===== config.mk =====
export PLATFORM = sky130hd
export DESIGN_NAME = uart_rx_fifo_flat
export DESIGN_NICKNAME = d
export VERILOG_FILES = /design/src/rtl/uart_rx_fifo_pkg.sv /design/src/rtl/uart_rx_fifo_if.sv /design/src/rtl/uart_rx_fifo_mem.sv /design/src/rtl/uart_rx_fifo.sv /design/src/flat_wrapper.sv
export SDC_FILE = /design/constraint.sdc
export NUM_CORES = 1
export LEC_CHECK = 0
export ABC_AREA = 1
export CORE_ASPECT_RATIO = 1.25
export CORE_MARGIN = 2
export CORE_UTILIZATION = 30
export CTS_CLUSTER_SIZE = 12
export DETAILED_ROUTE_END_ITERATION = 8
export MAX_ROUTING_LAYER = met4
export PLACE_DENSITY = 0.43
export SLEW_MARGIN = 0
export SYNTH_ARGS = -nofsm -noshare
export SYNTH_HDL_FRONTEND = slang
export SYNTH_SLANG_ARGS = --single-unit

===== constraint.sdc =====
create_clock -name clk -period 2.4 [get_ports clk]
set_clock_uncertainty 0.1 [all_clocks]
set_input_delay 0.72 -clock clk [delete_from_list [all_inputs] [get_ports clk]]
set_output_delay 0.72 -clock clk [all_outputs]
set_load 0.02 [all_outputs]

===== src/rtl/uart_rx_fifo_pkg.sv =====
// uart_rx_fifo_pkg: shared defaults, drain FSM encoding and misc.in status bit positions.
package uart_rx_fifo_pkg;
  localparam int DEPTH_LOG2_DEF = 4;
  localparam int DW_DEF = 8;
  typedef enum logic [1:0] {
    IDLE   = 2'd0,
    ACK    = 2'd1,
    SETTLE = 2'd2
  } state_t;
  localparam int ST_TX_READY = 0;
  localparam int ST_RX_VALID = 1;
  localparam int ST_OVERFLOW = 2;
  function automatic logic [2:0] status_word(input logic tx_ready, input logic rx_valid, input logic overflow);
    logic [2:0] s;
    s = '0;
    s[ST_TX_READY] = tx_ready;
    s[ST_RX_VALID] = rx_valid;
    s[ST_OVERFLOW] = overflow;
    return s;
  endfunction
endpackage


===== src/rtl/uart_rx_fifo_if.sv =====
// uart_rx_fifo_if: buart drain handshake plus CPU pop/flush/status signals.
interface uart_rx_fifo_if
  import uart_rx_fifo_pkg::*;
#(
  parameter int DEPTH_LOG2 = DEPTH_LOG2_DEF,
  parameter int DW = DW_DEF
);
  logic uart_valid;
  logic [DW-1:0] uart_data;
  logic uart_rd;
  logic rd;
  logic clr;
  logic [DW-1:0] rd_data;
  logic rx_valid;
  logic [DEPTH_LOG2:0] count;
  logic overflow;
  modport master (
    output uart_valid, uart_data, rd, clr,
    input uart_rd, rd_data, rx_valid, count, overflow
  );
  modport slave (
    input uart_valid, uart_data, rd, clr,
    output uart_rd, rd_data, rx_valid, count, overflow
  );
endinterface


===== src/rtl/uart_rx_fifo_mem.sv =====
// uart_rx_fifo_mem: small register file, one write port, asynchronous read port.
module uart_rx_fifo_mem
  import uart_rx_fifo_pkg::*;
#(
  parameter int DEPTH_LOG2 = DEPTH_LOG2_DEF,
  parameter int DW = DW_DEF
) (
  input  logic                  clk,
  input  logic                  we,
  input  logic [DEPTH_LOG2-1:0] waddr,
  input  logic [DW-1:0]         wdata,
  input  logic [DEPTH_LOG2-1:0] raddr,
  output logic [DW-1:0]         rdata
);
  logic [DW-1:0] mem [2**DEPTH_LOG2];
  always_ff @(posedge clk)
    if (we) mem[waddr] <= wdata;
  assign rdata = mem[raddr];
endmodule


===== src/rtl/uart_rx_fifo.sv =====
// uart_rx_fifo: drains buart into a show-ahead FIFO for the j1 io_din path.
// UART_RX_FIFO_DROP_EN selects drop-when-full with sticky overflow; default is backpressure.
module uart_rx_fifo
  import uart_rx_fifo_pkg::*;
#(
  parameter int DEPTH_LOG2 = DEPTH_LOG2_DEF,
  parameter int DW = DW_DEF
) (
  input logic clk,
  input logic resetq,
  uart_rx_fifo_if.slave bus
);
  localparam int CW = DEPTH_LOG2 + 1;
  localparam logic [CW-1:0] FULL_CNT = {1'b1, {DEPTH_LOG2{1'b0}}};
`ifdef UART_RX_FIFO_DROP_EN
  localparam logic DROP = 1'b1;
`else
  localparam logic DROP = 1'b0;
`endif
  state_t state, state_nx;
  logic [DEPTH_LOG2-1:0] wptr, rptr;
  logic [CW-1:0] count;
  logic full, take, wr_en, pop;
  assign full  = count == FULL_CNT;
  assign take  = state == IDLE && bus.uart_valid && !bus.clr && (!full || DROP);
  assign wr_en = take && !full;
  assign pop   = bus.rd && count != '0 && !bus.clr;
  always_ff @(posedge clk)
    state <= resetq ? state_nx : IDLE;
  always_comb
    state_nx = state == IDLE ? (take ? ACK : IDLE) : state == ACK ? SETTLE : IDLE;
  always_comb
    bus.uart_rd = state == ACK;
  // clr shares the reset path for pointers and count; the FSM keeps running
  always_ff @(posedge clk) begin
    if (!resetq || bus.clr) begin
      wptr  <= '0;
      rptr  <= '0;
      count <= '0;
    end else begin
      if (wr_en) wptr <= wptr + 1'b1;
      if (pop) rptr <= rptr + 1'b1;
      count <= count + CW'(wr_en) - CW'(pop);
    end
  end
`ifdef UART_RX_FIFO_DROP_EN
  logic overflow;
  always_ff @(posedge clk)
    overflow <= (!resetq || bus.clr) ? 1'b0 : overflow | (take & full);
  assign bus.overflow = overflow;
`else
  assign bus.overflow = 1'b0;
`endif
  uart_rx_fifo_mem #(.DEPTH_LOG2(DEPTH_LOG2), .DW(DW)) u_mem (
    .clk   (clk),
    .we    (wr_en),
    .waddr (wptr),
    .wdata (bus.uart_data),
    .raddr (rptr),
    .rdata (bus.rd_data)
  );
  assign bus.rx_valid = count != '0;
  assign bus.count    = count;
endmodule


===== src/flat_wrapper.sv =====
// flat-port wrapper written by rule: the top's interface ports become plain ports
module uart_rx_fifo_flat import uart_rx_fifo_pkg::*;
#(
  parameter int DEPTH_LOG2 = DEPTH_LOG2_DEF,
  parameter int DW = DW_DEF
)
  (clk, resetq, bus_uart_valid, bus_uart_data, bus_rd, bus_clr, bus_uart_rd, bus_rd_data, bus_rx_valid, bus_count, bus_overflow);
  uart_rx_fifo_if #(.DEPTH_LOG2(DEPTH_LOG2), .DW(DW)) bus_i ();
  input logic clk;
  input logic resetq;
  input wire logic [$bits(bus_i.uart_valid)-1:0] bus_uart_valid;
  input wire logic [$bits(bus_i.uart_data)-1:0] bus_uart_data;
  input wire logic [$bits(bus_i.rd)-1:0] bus_rd;
  input wire logic [$bits(bus_i.clr)-1:0] bus_clr;
  output wire logic [$bits(bus_i.uart_rd)-1:0] bus_uart_rd;
  output wire logic [$bits(bus_i.rd_data)-1:0] bus_rd_data;
  output wire logic [$bits(bus_i.rx_valid)-1:0] bus_rx_valid;
  output wire logic [$bits(bus_i.count)-1:0] bus_count;
  output wire logic [$bits(bus_i.overflow)-1:0] bus_overflow;
  assign bus_i.uart_valid = bus_uart_valid;
  assign bus_i.uart_data = bus_uart_data;
  assign bus_i.rd = bus_rd;
  assign bus_i.clr = bus_clr;
  assign bus_uart_rd = bus_i.uart_rd;
  assign bus_rd_data = bus_i.rd_data;
  assign bus_rx_valid = bus_i.rx_valid;
  assign bus_count = bus_i.count;
  assign bus_overflow = bus_i.overflow;
  uart_rx_fifo #(.DEPTH_LOG2(DEPTH_LOG2), .DW(DW)) u_core (.clk(clk), .resetq(resetq), .bus(bus_i));
endmodule

==> impl_metrics.xml <==
<?xml version="1.0" encoding="UTF-8"?>
<metrics>
  <group name="run_status">
    <metric name="run_status" unit="">complete, but fails checks</metric>
    <metric name="failing_checks" unit="">setup timing</metric>
  </group>
  <group name="floorplanning">
    <metric name="fp-row-count" unit="">60</metric>
    <metric name="die_height" unit="um">170</metric>
    <metric name="floorplan.die.width" unit="um">137</metric>
    <metric name="area_of_the_die" unit="um2">23200</metric>
    <metric name="design.portCount" unit="">29</metric>
    <metric name="initial_utilization" unit="">0.306</metric>
    <metric name="core_region_area" unit="um2">21500</metric>
  </group>
  <group name="grt">
    <metric name="antenna_violations_before_repair" unit="">0</metric>
    <metric name="grt_overflow" unit="">0</metric>
    <metric name="first_global_vias" unit="">4560</metric>
    <metric name="grt_max_degree" unit="">24</metric>
    <metric name="grt_pass1_wl" unit="um">25100</metric>
    <metric name="grt.total_usage" unit="">0.152</metric>
  </group>
  <group name="critical_path">
    <metric name="crit_slowest_cell" unit="">sky130_fd_sc_hd__dfxtp_4</metric>
    <metric name="reg2reg_start" unit="">u_core.bus.count[3]$_SDFF_PP0_</metric>
    <metric name="rr_worst_depth" unit="">17</metric>
    <metric name="critPathLaunchType" unit="">flip-flop</metric>
    <metric name="timing.critical_path.required" unit="ns">1.58</metric>
    <metric name="cp_common_cell" unit="">sky130_fd_sc_hd__nand3_1</metric>
    <metric name="critical_path.top_delay_family" unit="">buffers and inverters</metric>
    <metric name="worstPathMaxFanout" unit="">10</metric>
    <metric name="r2r_setup_slack" unit="ns">0.19</metric>
    <metric name="slowest_delay" unit="ns">0.36</metric>
    <metric name="timing.setup.critical_path_class" unit="">flip-flop to output pin</metric>
    <metric name="rr_endpoint" unit="">u_core.bus.count[4]$_SDFF_PP0_</metric>
    <metric name="worst_setup_path_end_kind" unit="">output pin</metric>
    <metric name="buffers_and_inverters_on_the_worst_path" unit="">4</metric>
    <metric name="critPathArrivalTime" unit="ns">1.73</metric>
    <metric name="worstPathCellList" unit="">buf_12 &gt; buf_12 &gt; buf_16 &gt; nand2_1 &gt; nand3_1 &gt; nand3_1 &gt; nand3_1 &gt; nand2_2 &gt; buf_6</metric>
  </group>
  <group name="pwr">
    <metric name="power.density" unit="nW/um2">730</metric>
    <metric name="power.leakage" unit="nW">3.66</metric>
    <metric name="peakVddDrop" unit="uV">512</metric>
  </group>
  <group name="cells_and_area">
    <metric name="areaGrowthSynthToFinish" unit="%">31.2</metric>
    <metric name="final_net_count" unit="">776</metric>
    <metric name="drive_gt1_frac" unit="">0.236</metric>
    <metric name="postLayoutCoreUtil" unit="">0.401</metric>
    <metric name="diodes" unit="">0</metric>
    <metric name="fillerInstances" unit="">2083</metric>
  </group>
  <group name="route">
    <metric name="via_count" unit="">4605</metric>
    <metric name="routed_wire_length" unit="um">16100</metric>
    <metric name="drt_pass1_iterations" unit="">7</metric>
    <metric name="post_drt_wl_per_cell" unit="um">15.4</metric>
    <metric name="first_iter_violations" unit="">251</metric>
    <metric name="routed_via_density" unit="">4.42</metric>
    <metric name="remaining_drc_errors" unit="">0</metric>
    <metric name="postRouteAntennaNets" unit="">0</metric>
  </group>
  <group name="sta">
    <metric name="fin_crit_sh" unit="">1.06</metric>
    <metric name="slew_headroom" unit="">0.618</metric>
    <metric name="finalSetupViolations" unit="">8</metric>
    <metric name="rsz0062_at_grt" unit="">true</metric>
    <metric name="report.final.hold_viol_count" unit="">0</metric>
    <metric name="worst-slew-pin-transition" unit="ns">0.571</metric>
    <metric name="achievable-frequency" unit="GHz">0.392</metric>
    <metric name="setup_ws" unit="ns">-0.150</metric>
    <metric name="final_period_minus_worst_setup_slack" unit="ns">2.55</metric>
    <metric name="timing_max_transition_violations_final" unit="">0</metric>
    <metric name="final_worst_hold_slack" unit="ns">0.355</metric>
  </group>
  <group name="clocking">
    <metric name="clock_tree.buffer_depth" unit="">2</metric>
    <metric name="cts.hold.buffers_added" unit="">0</metric>
    <metric name="cts_buffers" unit="">17</metric>
    <metric name="path_clk_slew" unit="ns">0.06</metric>
    <metric name="cts_tree" unit="">yes</metric>
    <metric name="ctsRootBufferMaster" unit="">sky130_fd_sc_hd__clkbuf_16</metric>
    <metric name="clock_sinks" unit="">147</metric>
    <metric name="cts.htree.levels" unit="">4</metric>
    <metric name="worstSkewPairLatency" unit="ns">0.42</metric>
  </group>
  <group name="synth">
    <metric name="post_synth_num_cell_types" unit="">27</metric>
    <metric name="ys_ff_latch" unit="">147</metric>
    <metric name="synthArstFlopShare" unit="">0</metric>
    <metric name="yosys.area.top_type_share" unit="">0.583</metric>
    <metric name="synth_most_common_cell" unit="">sky130_fd_sc_hd__nand2_1</metric>
    <metric name="synth.net_count" unit="">696</metric>
    <metric name="yosysSeqAreaShare" unit="">0.641</metric>
    <metric name="syn-instance-count" unit="">671</metric>
    <metric name="postSynthAreaPerCell" unit="um2">9.82</metric>
    <metric name="syn_area" unit="um2">6590</metric>
    <metric name="yosys-top-cells-count" unit="">sky130_fd_sc_hd__nand2_1, sky130_fd_sc_hd__edfxtp_1, sky130_fd_sc_hd__inv_1</metric>
    <metric name="synth.area.top_cells" unit="">sky130_fd_sc_hd__edfxtp_1, sky130_fd_sc_hd__nand2_1, sky130_fd_sc_hd__nand3_1</metric>
    <metric name="synth-edff-count" unit="">128</metric>
    <metric name="yosysWarningCount" unit="">0</metric>
    <metric name="yosys_most_used_dff" unit="">sky130_fd_sc_hd__edfxtp_1</metric>
    <metric name="synth_largest_area_cell" unit="">sky130_fd_sc_hd__edfxtp_1</metric>
  </group>
  <group name="placement">
    <metric name="input_output_buffers" unit="">27</metric>
    <metric name="place.gp.congestion" unit="">0.769</metric>
    <metric name="place.detailed.hpwl" unit="um">10200</metric>
  </group>
  <group name="min_path">
    <metric name="worst_hold_path.endpoint" unit="">u_core.state[1]$_SDFF_PP0_</metric>
    <metric name="hp-start" unit="">u_core.state[1]$_SDFF_PP0_</metric>
    <metric name="min_delay_path_depth" unit="">1</metric>
    <metric name="worst_hold_path_type" unit="">flip-flop to flip-flop</metric>
  </group>
  <group name="run">
    <metric name="drv.max_cap_violation_count" unit="">0</metric>
  </group>
</metrics>
==> power breakdown <==
part           internal, mW  switching, mW  total [mW]  leakage (nW)
Combinational         0.350          0.452       0.802          2.07
Sequential             2.81         0.0199        2.83          1.31
Clock                  1.63           1.05        2.68         0.277
Total                  4.79           1.52        6.31          3.66
==> cells by family (layout without fill, tap and decap cells) <==
family / after synthesis / after routing / share of synthesized area
buffers and inverters: 153 / 246 / 0.0999
xor gates and xnor gates: 2 / 2 / 0.00266
and+or+nand+nor: 347 / 347 / 0.225
DFF: 147 / 147 / 0.641
AOI/OAI and AO/OA: 9 / 9 / 0.00684
other: 1 / 1 / 0.000569
adders and majority gates: 12 / 12 / 0.0239
==> state kept, by name (all words and copies together) (netlist names), named ones only <==
register / flops
u_core.bus.count: 5
u_core.wptr: 4
u_core.rptr: 4
u_core.state: 2
u_core.u_mem.mem: 128
==> routing by layer <==
metal | GRT usage | share of wire
met5 | - | 0
met4 | 0.0652 | 0.026
met3 | 0.0263 | 0.037
met2 | 0.254 | 0.50
met1 | 0.178 | 0.43
==> metrics by stage <==
stage | cells | setup slack, ns | area (um2) | total power, mW | TNS, ns
after floorplan | 671 | 0.0106 | 6590 | 3.25 | 0
after CTS | 1040 | -0.179 | 8530 | 6.35 | -1.30
final | 1043 | -0.150 | 8640 | 6.31 | -1.11
after global routing | 1043 | -0.236 | 8640 | 6.56 | -1.75
after global placement | 998 | -0.519 | 7430 | 3.53 | -19.37
after detailed placement | 998 | -0.529 | 7430 | 3.53 | -21.85
==> cell usage in the layout, fill, tap and decap left out, types with 2 or more instances in the layout <==
cell type,Yosys,final
sky130_fd_sc_hd__clkinvlp_4,0,4
sky130_fd_sc_hd__buf_4,3,42
sky130_fd_sc_hd__bufinv_16,0,3
sky130_fd_sc_hd__dfxtp_4,0,2
sky130_fd_sc_hd__clkbuf_16,0,18
sky130_fd_sc_hd__nor2_1,38,37
sky130_fd_sc_hd__clkbuf_1,2,2
sky130_fd_sc_hd__dfxtp_1,19,15
sky130_fd_sc_hd__clkdlybuf4s50_1,0,16
sky130_fd_sc_hd__nand3_2,2,48
sky130_fd_sc_hd__o21ai_0,3,3
sky130_fd_sc_hd__nand2_1,193,179
sky130_fd_sc_hd__edfxtp_1,128,128
sky130_fd_sc_hd__buf_6,7,12
sky130_fd_sc_hd__ha_1,11,9
sky130_fd_sc_hd__nand3_1,103,57
sky130_fd_sc_hd__nand4_1,3,3
sky130_fd_sc_hd__a21oi_1,6,6
sky130_fd_sc_hd__nand2_4,1,2
sky130_fd_sc_hd__nor2_2,1,2
sky130_fd_sc_hd__inv_2,2,3
sky130_fd_sc_hd__dfxtp_2,0,2
sky130_fd_sc_hd__nand2_2,3,16
sky130_fd_sc_hd__inv_1,124,121
sky130_fd_sc_hd__clkinv_4,0,2
sky130_fd_sc_hd__buf_12,0,6
sky130_fd_sc_hd__dlymetal6s2s_1,0,2
sky130_fd_sc_hd__clkinv_2,0,2
sky130_fd_sc_hd__xor2_1,2,2
sky130_fd_sc_hd__buf_16,0,6
sky130_fd_sc_hd__inv_4,1,2
==> worst max-delay path by stage <==
stage,cells after the start,startpoint,endpoint
after floorplan,16,u_core.bus.count[2]$_SDFF_PP0_,u_core.bus.count[4]$_SDFF_PP0_
after global placement,15,bus_clr,u_core.bus.count[4]$_SDFF_PP0_
after detailed placement,15,bus_clr,u_core.bus.count[4]$_SDFF_PP0_
after CTS,9,flip-flop,bus_rd_data[6]
after global routing,9,flip-flop,bus_rd_data[2]
final,9,flip-flop,bus_rd_data[6]
==> timing repair <==
item | 4_1_cts | 5_1_grt
resized for setup | 123 | 20
pin swaps | 22 | 10
gates cloned | 6 | 1
buffers inserted | 4 | 2
setup endpoints to repair | 10 | 10
==> layout make-up <==
type | count | area [um2] | area share
inverter | 127 | 498 | 0.0576
multi-input combinational | 371 | 2000 | 0.231
sequential | 147 | 4230 | 0.490
clock buffer | 19 | 433 | 0.0501
timing repair buffer | 87 | 972 | 0.112
clock inverter | 13 | 160 | 0.0185
tap | 279 | 349 | 0.0404
(Power assumes the default switching activity.)
